$ cat config.mk
export PLATFORM = sky130hd
export DESIGN_NAME = tdm_mux
export DESIGN_NICKNAME = d
export VERILOG_FILES = /design/src/rtl/tdm_mux_pkg.sv /design/src/rtl/tdm_mux_rr_pick.sv /design/src/rtl/tdm_mux.sv
export SDC_FILE = /design/constraint.sdc
export NUM_CORES = 1
export LEC_CHECK = 0
export BUFFER_PORTS_ARGS = -buffer_cell sky130_fd_sc_hd__buf_2
export CORE_MARGIN = 2
export CORE_UTILIZATION = 51
export CTS_BUF_LIST = sky130_fd_sc_hd__clkbuf_8
export DETAILED_ROUTE_END_ITERATION = 7
export PLACE_DENSITY = 0.84
export SETUP_SLACK_MARGIN = 0.5
export SLEW_MARGIN = 5
export SYNTH_ARGS = -nofsm -noshare
export SYNTH_HDL_FRONTEND = slang
export SYNTH_SLANG_ARGS = --single-unit
$ cat constraint.sdc
create_clock -name clk -period 9.3 [get_ports clk]
set_clock_uncertainty 0.05 [all_clocks]
set_input_delay 2.79 -clock clk [delete_from_list [all_inputs] [get_ports clk]]
set_output_delay 2.79 -clock clk [all_outputs]
set_load 0.01 [all_outputs]
$ cat src/rtl/tdm_mux_pkg.sv
// -----------------------------------------------------------------------------
// tdm_mux_pkg
// Shared types and helpers for the registered time-division multiplexer.
//   mode_t   : channel selection policy (manual select or round-robin)
//   ostate_t : occupancy of the single-entry output register
//   wrap_inc : increment an index, wrapping n-1 back to 0
// -----------------------------------------------------------------------------
package tdm_mux_pkg;

   typedef enum logic {MODE_MANUAL, MODE_RR} mode_t;

   typedef enum logic {EMPTY, FULL} ostate_t;

   function automatic int wrap_inc(input int idx, input int n);
      return (idx == n - 1) ? 0 : idx + 1;
   endfunction

endpackage

$ cat src/rtl/tdm_mux_rr_pick.sv
// -----------------------------------------------------------------------------
// rr_pick
// Combinational rotate-priority finder. Scans req starting at ptr, moving
// upward and wrapping from N-1 to 0, and reports the first requester.
// Ports:
//   req   [N-1:0]  in  : request vector
//   ptr   [SW-1:0] in  : starting position of the scan (must be < N)
//   found          out : at least one request is set
//   idx   [SW-1:0] out : first requesting index at or after ptr (0 if none)
// -----------------------------------------------------------------------------
module rr_pick #(
   parameter  int N  = 8,
   localparam int SW = (N > 1) ? $clog2(N) : 1
) (
   input  logic [N-1:0]  req,
   input  logic [SW-1:0] ptr,
   output logic          found,
   output logic [SW-1:0] idx
);

   always_comb begin
      found = 1'b0;
      idx   = '0;
      for (int i = 0; i < N; i++) begin
         int c;
         // Candidate position i steps after ptr, modulo N (N need not be 2^k).
         c = int'(ptr) + i;
         if (c >= N) begin
            c = c - N;
         end
         if (!found && req[c]) begin
            found = 1'b1;
            idx   = SW'(c);
         end
      end
   end

endmodule

$ cat src/rtl/tdm_mux.sv
// -----------------------------------------------------------------------------
// tdm_mux
// Registered N-channel, W-bit time-division multiplexer. Per-channel
// valid/ready producers are merged into one registered output stream tagged
// with the source channel. Selection is manual (sel) or round-robin.
// Ports:
//   clk, rst_n                 : clock, asynchronous active-low reset
//   in_data   [N*W-1:0] in     : channel k at bits [k*W +: W]
//   in_valid  [N-1:0]   in     : channel k holds a word
//   in_ready  [N-1:0]   out    : channel k's word is taken this cycle (comb)
//   mode                in     : 0 = manual, 1 = round-robin
//   sel       [SW-1:0]  in     : channel used in manual mode
//   out_data  [W-1:0]   out    : registered data
//   out_chan  [SW-1:0]  out    : registered source channel
//   out_valid           out    : output register holds a word
//   out_parity          out    : XOR of out_data (only with TDM_MUX_PARITY_EN)
//   out_ready           in     : consumer takes the word this cycle
// Build option: define TDM_MUX_PARITY_EN to add the out_parity port.
// -----------------------------------------------------------------------------
module tdm_mux
   import tdm_mux_pkg::*;
#(
   parameter  int N  = 8,
   parameter  int W  = 8,
   localparam int SW = (N > 1) ? $clog2(N) : 1
) (
   input  logic           clk,
   input  logic           rst_n,
   input  logic [N*W-1:0] in_data,
   input  logic [N-1:0]   in_valid,
   output logic [N-1:0]   in_ready,
   input  logic           mode,
   input  logic [SW-1:0]  sel,
   output logic [W-1:0]   out_data,
   output logic [SW-1:0]  out_chan,
   output logic           out_valid,
`ifdef TDM_MUX_PARITY_EN
   output logic           out_parity,
`endif
   input  logic           out_ready
);

   localparam int NPOW = 1 << SW;

   ostate_t       state_q, state_d;
   logic [W-1:0]  data_q,  data_d;
   logic [SW-1:0] chan_q,  chan_d;
   logic [SW-1:0] ptr_q,   ptr_d;
`ifdef TDM_MUX_PARITY_EN
   logic          parity_q, parity_d;
`endif

   logic [W-1:0]  chan_data [N];
   logic [NPOW-1:0] valid_ext;
   mode_t         mode_e;
   logic          load_en;
   logic          manual_ok;
   logic          rr_found;
   logic [SW-1:0] rr_idx;
   logic [SW-1:0] grant_idx;
   logic          grant;
   logic [W-1:0]  mux_data;

   genvar gi;
   generate
      for (gi = 0; gi < N; gi++) begin : g_chan
         assign chan_data[gi] = in_data[gi*W +: W];
         assign in_ready[gi]  = grant && (grant_idx == SW'(gi));
      end
   endgenerate

   assign mode_e  = mode_t'(mode);
   assign load_en = (state_q == EMPTY) || out_ready;

   // Zero-pad in_valid to the full select range so an out-of-range sel
   // (possible when N is not a power of two) reads a safe 0.
   always_comb begin
      valid_ext        = '0;
      valid_ext[N-1:0] = in_valid;
   end

   // Manual grant looks only at the selected channel's valid.
   assign manual_ok = (int'(sel) < N) && valid_ext[sel];

   rr_pick #(.N(N)) u_rr_pick (
      .req   (in_valid),
      .ptr   (ptr_q),
      .found (rr_found),
      .idx   (rr_idx)
   );

   assign grant_idx = (mode_e == MODE_RR) ? rr_idx : sel;
   assign grant     = load_en && ((mode_e == MODE_RR) ? rr_found : manual_ok);

   always_comb begin
      mux_data = '0;
      for (int k = 0; k < N; k++) begin
         if (grant_idx == SW'(k)) begin
            mux_data = chan_data[k];
         end
      end
   end

   always_comb begin
      state_d  = state_q;
      data_d   = data_q;
      chan_d   = chan_q;
      ptr_d    = ptr_q;
`ifdef TDM_MUX_PARITY_EN
      parity_d = parity_q;
`endif
      if (grant) begin
         state_d  = FULL;
         data_d   = mux_data;
         chan_d   = grant_idx;
`ifdef TDM_MUX_PARITY_EN
         parity_d = ^mux_data;
`endif
         // The pointer only advances on round-robin grants; manual traffic
         // and mode switches leave it where it was.
         if (mode_e == MODE_RR) begin
            ptr_d = SW'(wrap_inc(int'(grant_idx), N));
         end
      end else if (out_ready) begin
         state_d = EMPTY;
      end
   end

   always_ff @(posedge clk or negedge rst_n) begin
      if (!rst_n) begin
         state_q  <= EMPTY;
         data_q   <= '0;
         chan_q   <= '0;
         ptr_q    <= '0;
`ifdef TDM_MUX_PARITY_EN
         parity_q <= 1'b0;
`endif
      end else begin
         state_q  <= state_d;
         data_q   <= data_d;
         chan_q   <= chan_d;
         ptr_q    <= ptr_d;
`ifdef TDM_MUX_PARITY_EN
         parity_q <= parity_d;
`endif
      end
   end

   assign out_valid  = (state_q == FULL);
   assign out_data   = data_q;
   assign out_chan   = chan_q;
`ifdef TDM_MUX_PARITY_EN
   assign out_parity = parity_q;
`endif

endmodule

==> impl_metrics.py, run 1 <==
metrics = {
    "sta": {
        "clock.fmax_mhz": 116,
        "finalWorstSetupSlack_ps": 681,
        "setup_tns_ps": 0,
        "hold_viol": 0,
        "holdWs_ps": 461,
        "rsz0062_at_grt": "no",
        "worst-slew-pin-transition_ps": 823,
        "period_needed_ps": 8620,
        "slew_headroom": 0.452,
        "setup_violations": 0,
        "min_period_over_period": 0.927,
        "slew_violations": 0,
    },
    "die": {
        "core-area_mm2": 0.00469,
        "die-area_mm2": 0.00539,
        "fp.dieW_um": 73.4,
        "row_count": 25,
        "io_pins": 99,
        "die_y_um": 73.4,
        "start_util": 0.524,
    },
    "synthesis": {
        "synth.area.top_cells": "dfrtp_1 (15%), mux4_2 (12%), nor2_1 (5.3%), nand2_1 (5.2%), a21oi_1 (5.1%)",
        "yosysWarnings": 0,
        "synth.distinct_cells": 50,
        "syn_avg_cell_area_um2": 7.73,
        "synthArstFlopShare": 1.00,
        "ys_seq_area_frac": 0.153,
        "syn_inst": 318,
        "syn_area_mm2": 0.00246,
        "synth_top_area_share": 0.153,
        "yosysTopAreaCell": "dfrtp_1",
        "synth-main-ff-cell": "dfrtp_1",
        "synth_edf_count": 0,
        "ys_seq_elements": 15,
        "syn-num-nets": 404,
    },
    "final_layout": {
        "syn_to_final_growth_pct": 22.1,
        "final_nets": 486,
        "final_common_cell": "buf_2",
        "final_cell_mix": "buf_2 (98), nor2_1 (34), nand2_1 (34)",
        "antennaDiodeCount": 0,
        "drive_above_1_share": 0.361,
    },
    "pwr": {
        "seqPwrFrac": 0.139,
        "finalPower_mw": 1.09,
        "p_leak_nw": 1.40,
        "power.share.switching": 0.546,
        "power_frac_comb": 0.813,
        "pwr-share-clk": 0.048,
        "p_sw_uw": 598,
        "peakVddDrop_uv": 233,
        "p_per_area_mw_per_mm2": 364,
        "intPower_uw": 496,
    },
    "global_route": {
        "antenna_found_initial": 0,
        "overflow": 0,
        "grt_pass1_vias": 2566,
        "grt_max_degree": 34,
        "grt_pass1_wl_mm": 12.2,
        "grt_usage": 0.285,
    },
    "cts": {
        "htree_levels": 1,
        "postCtsSetupBuffers": 0,
        "clk_path_buf_depth": 2,
        "cts.sinks": 15,
        "cts_buffers": 3,
        "cts-root-buf": "clkbuf_8",
        "postCtsHoldBufs": 0,
        "path_clk_slew_ps": 60,
        "insertion_delay_ps": 240,
        "cts_tree": "built",
    },
    "worst_setup_path": {
        "critPathCaptureType": "output pin",
        "slowest_delay_ps": 570,
        "path_cells": "buf_2 > mux2_1 > mux4_2 > nand3b_1 > nor2_2 > nand2_1 > a311oi_4 > a21o_1 > ha_1 > ha_1 > buf_4 > and2_1 > buf_2",
        "crit_path_start_kind": "primary input",
        "crit_cells": 13,
        "worstPathRequired_ps": 6460,
        "crit_slowest_cell": "mux4_2",
        "criticalPathCategory": "in -> out",
        "timing.critical_path.buf_inv": 3,
        "crit_arrival_ps": 5780,
        "r2r_cells": 17,
        "path_max_fanout": 17,
        "crit_family": "multiplexers",
    },
    "detailed_routing": {
        "wl_met1_mm": 3.10,
        "drt-total-wl_mm": 7.71,
        "dr_wl_met2_mm": 3.69,
        "top_layer_used": "met4",
        "drc_errors": 0,
        "vias": 2818,
        "postRouteAntennaNets": 0,
        "met3_length_um": 717,
        "drt_iter0_drc": 275,
        "viasPerCell": 6.22,
        "drt-pass1-iter-count": 5,
        "wl_per_cell_um": 17.0,
    },
    "placement": {
        "dp_slack_ps": 505,
        "hpwl_mm": 6.02,
        "numPortBuffers": 98,
        "gp_congestion": 0.929,
    },
    "status": {
        "status": "finished, final reports clean",
    },
    "flow_run": {
        "drv_cap": 0,
    },
    "worst_hold_path": {
        "whs_path_depth": 1,
        "min_path_type": "reg -> reg",
    },
}
## path summary, 6_finish.rpt
kind	end	from	slack [ps]
max reg2reg	out_data[3]$_DFFE_PN0P_	ptr_q[0]$_DFFE_PN0P_	3550
min	out_chan[1]$_DFFE_PN0P_	out_chan[1]$_DFFE_PN0P_	460
min in group asynchronous	out_chan[2]$_DFFE_PN0P_	rst_n	2390
max	in_ready[3]	in_valid[3]	680
max in group asynchronous	ptr_q[0]$_DFFE_PN0P_	rst_n	6550
min reg2reg	out_chan[1]$_DFFE_PN0P_	out_chan[1]$_DFFE_PN0P_	460
## logic make-up after synthesis
family                     share of synthesized area
and+or+nand+nor                                0.228
AOI/OAI and AO/OA                              0.271
buffers and inverters                         0.0911
muxes                                          0.214
DFF                                            0.153
adders and majority gates                     0.0356
xor gates and xnor gates                     0.00713
## metrics by stage
| stage | utilization | instances | instance area (um2) |
|---|---|---|---|
| 2_1_floorplan | - | 318 | 2460 |
| 3_3_place_gp | 0.625 | 449 | 2930 |
| 3_5_place_dp | 0.625 | 449 | 2930 |
| 4_1_cts | 0.636 | 453 | 2980 |
| 5_1_grt | 0.640 | 453 | 3000 |
| 6_report | 0.640 | 453 | 3000 |
## power groups by stage
stage	combinational [mW]	sequential, mW	clock (mW)
2_1_floorplan	0.685	0.128	0
3_3_place_gp	0.832	0.151	0
3_5_place_dp	0.853	0.152	0
4_1_cts	0.860	0.151	0.0518
5_1_grt	0.968	0.160	0.0542
6_report	0.889	0.152	0.0521
## state kept, by name, summed over array words and instances, names as in the netlist
name	flops
out_chan	3
out_data	8
out_valid	1
ptr_q	3
## timing repair
item	CTS	global route
pin swaps	0	0
endpoints found under the setup margin	2	3
cloned	0	0
gates resized for setup	1	4
## cells in the mapped netlist, types with 2 or more instances
library cell and n:
buf_6 3, mux2i_1 11, inv_2 3, a221oi_1 9
mux2_2 7, nand2_1 34, o21ai_0 13, and3_1 9
o21ai_1 2, a21oi_1 25, a22oi_1 8, a31oi_1 2
and2_1 11, nand3_1 4, inv_1 23, nor2b_1 2
o22ai_1 9, mux4_2 13, mux2_1 4, nor2_1 35
dfrtp_1 15, clkbuf_1 17, a41oi_1 4, buf_1 3
nand3b_1 2, ha_1 7, a41oi_2 5, or3_1 8
buf_2 2, nor3_1 4, a21o_1 3, o211ai_1 3
## metal layers
metal,up-vias,global-route usage
met5,-,0
met4,0,0.0808
met3,25,0.0425
met2,161,0.466
met1,1300,0.392
li1,1332,-
## area by class of cell
class | count | area, um2
clock buffers | 3 | 41.3
clock inverters | 1 | 3.75
fillers | 409 | 1690
inverters | 26 | 97.6
multi-input cells | 251 | 1890
flip-flops and latches | 15 | 375
well taps | 54 | 67.6
repair buffers | 103 | 528
(Power assumes the default switching activity.)
==> run 2, diff against run 1 <==
PLACE_DENSITY = 0.94   (was 0.84)
==> impl_metrics.py, run 2 (synthesized netlist as in run 1, its figures left out) <==
metrics = {
    "worst_setup_path": {
        "crit_slowest_cell": "mux4_2",
        "worstPathRequired_ps": 6460,
        "crit_path_start_kind": "primary input",
        "path_common_cell": "buf_2",
        "slowest_delay_ps": 520,
        "timing.critical_path.buf_inv": 3,
        "critPathCaptureType": "output pin",
        "criticalPathCategory": "in -> out",
        "crit_arrival_ps": 5750,
        "path_cells": "buf_2 > mux4_2 > mux2i_1 > and2_1 > nand3_1 > and4_1 > a311oi_1 > a21o_1 > inv_1 > ha_1 > and3_1 > buf_2",
        "crit_family": "multiplexers",
        "path_max_fanout": 13,
    },
    "sta": {
        "setup_violations": 0,
        "setup_tns_ps": 0,
        "finalWorstSetupSlack_ps": 705,
        "period_needed_ps": 8590,
        "hold_viol": 0,
        "rsz0062_at_grt": "no",
        "holdWs_ps": 456,
        "clock.fmax_mhz": 116,
        "slew_violations": 0,
        "slew_headroom": 0.441,
        "min_period_over_period": 0.924,
        "worst-slew-pin-transition_ps": 839,
    },
    "final_layout": {
        "final_cells": 455,
        "final_core_util": 0.638,
        "final_nets": 488,
        "antennaDiodeCount": 0,
        "final_common_cell": "buf_2",
        "final_area_mm2": 0.00299,
        "largest_reg_flops": 8,
        "drive_above_1_share": 0.354,
        "syn_to_final_growth_pct": 21.7,
        "final_cell_mix": "buf_2 (98), nor2_1 (35), nand2_1 (34)",
        "num-fill-cells": 371,
    },
    "flow_run": {
        "drv_cap": 0,
    },
    "global_route": {
        "grt_pass1_vias": 2433,
        "grt_util_met2": 0.426,
        "gr-usage-met3": 0.0206,
        "grt_max_degree": 32,
        "antenna_found_initial": 0,
        "overflow": 0,
        "grt-busiest-layer": "met2",
        "grt_usage": 0.274,
        "grt_util_met1": 0.420,
        "grt_pass1_wl_mm": 11.8,
    },
    "die": {
        "die-area_mm2": 0.00539,
        "start_util": 0.524,
        "fp.dieW_um": 73.4,
        "row_count": 25,
        "core-area_mm2": 0.00469,
        "die_y_um": 73.4,
        "io_pins": 99,
    },
    "pwr": {
        "finalPower_mw": 1.08,
        "p_per_area_mw_per_mm2": 362,
        "p_leak_nw": 1.42,
        "peakVddDrop_uv": 222,
    },
    "cts": {
        "postCtsSetupBuffers": 0,
        "clk_path_buf_depth": 2,
        "cts_tree": "built",
        "cts_buffers": 3,
        "postCtsHoldBufs": 0,
        "cts-root-buf": "clkbuf_8",
        "insertion_delay_ps": 250,
        "cts_resized": 0,
        "cts.sinks": 15,
        "htree_levels": 1,
        "path_clk_slew_ps": 60,
    },
    "detailed_routing": {
        "wl_per_cell_um": 16.6,
        "drt-pass1-iter-count": 5,
        "postRouteAntennaNets": 0,
        "viasPerCell": 6.24,
        "drc_errors": 0,
        "drt-total-wl_mm": 7.57,
        "vias": 2841,
        "drt_iter0_drc": 337,
    },
    "placement": {
        "placedInstanceArea_mm2": 0.00295,
        "dp_slack_ps": 763,
        "numPortBuffers": 98,
        "hpwl_mm": 5.88,
        "place_inst": 451,
        "gp_congestion": 0.961,
    },
    "worst_hold_path": {
        "min_path_type": "reg -> reg",
    },
    "status": {
        "status": "finished, final reports clean",
    },
}
-- run 2: power breakdown --
part           switching, mW  total [mW]  internal [mW]
Sequential            0.0559       0.153         0.0968
Combinational          0.509       0.878          0.370
Clock                 0.0236      0.0528         0.0292
Total                  0.588        1.08          0.496
-- run 2: cell type report --
type	instances	area (um2)	share of cell area
multi-input combinational	251	1860	0.623
tap	54	67.6	0.0226
clock inverter	1	3.75	0.00125
sequential	15	375	0.125
timing repair buffer	105	543	0.182
inverter	26	97.6	0.0326
clock buffer	3	41.3	0.0138
-- run 2: path summary, 6_finish.rpt --
| check | from | endpoint | slack [ps] | depth (start not counted) |
|---|---|---|---|---|
| max in group asynchronous | rst_n | ptr_q[0]$_DFFE_PN0P_ | 6550 | 1 |
| min in group asynchronous | rst_n | out_chan[2]$_DFFE_PN0P_ | 2390 | 1 |
| setup / recovery | in_valid[0] | in_ready[2] | 710 | 12 |
| setup reg to reg | ptr_q[0]$_DFFE_PN0P_ | out_data[5]$_DFFE_PN0P_ | 3560 | 17 |
| hold reg to reg | out_chan[1]$_DFFE_PN0P_ | out_chan[1]$_DFFE_PN0P_ | 460 | 1 |
| hold / removal | out_chan[1]$_DFFE_PN0P_ | out_chan[1]$_DFFE_PN0P_ | 460 | 1 |
-- run 2: routing by layer --
layer,wire length [um],share of wire,up-vias
met5,0,0,-
met4,164,0.022,0
li1,-,-,1330
met3,595,0.079,20
met2,3530,0.47,186
met1,3280,0.43,1305
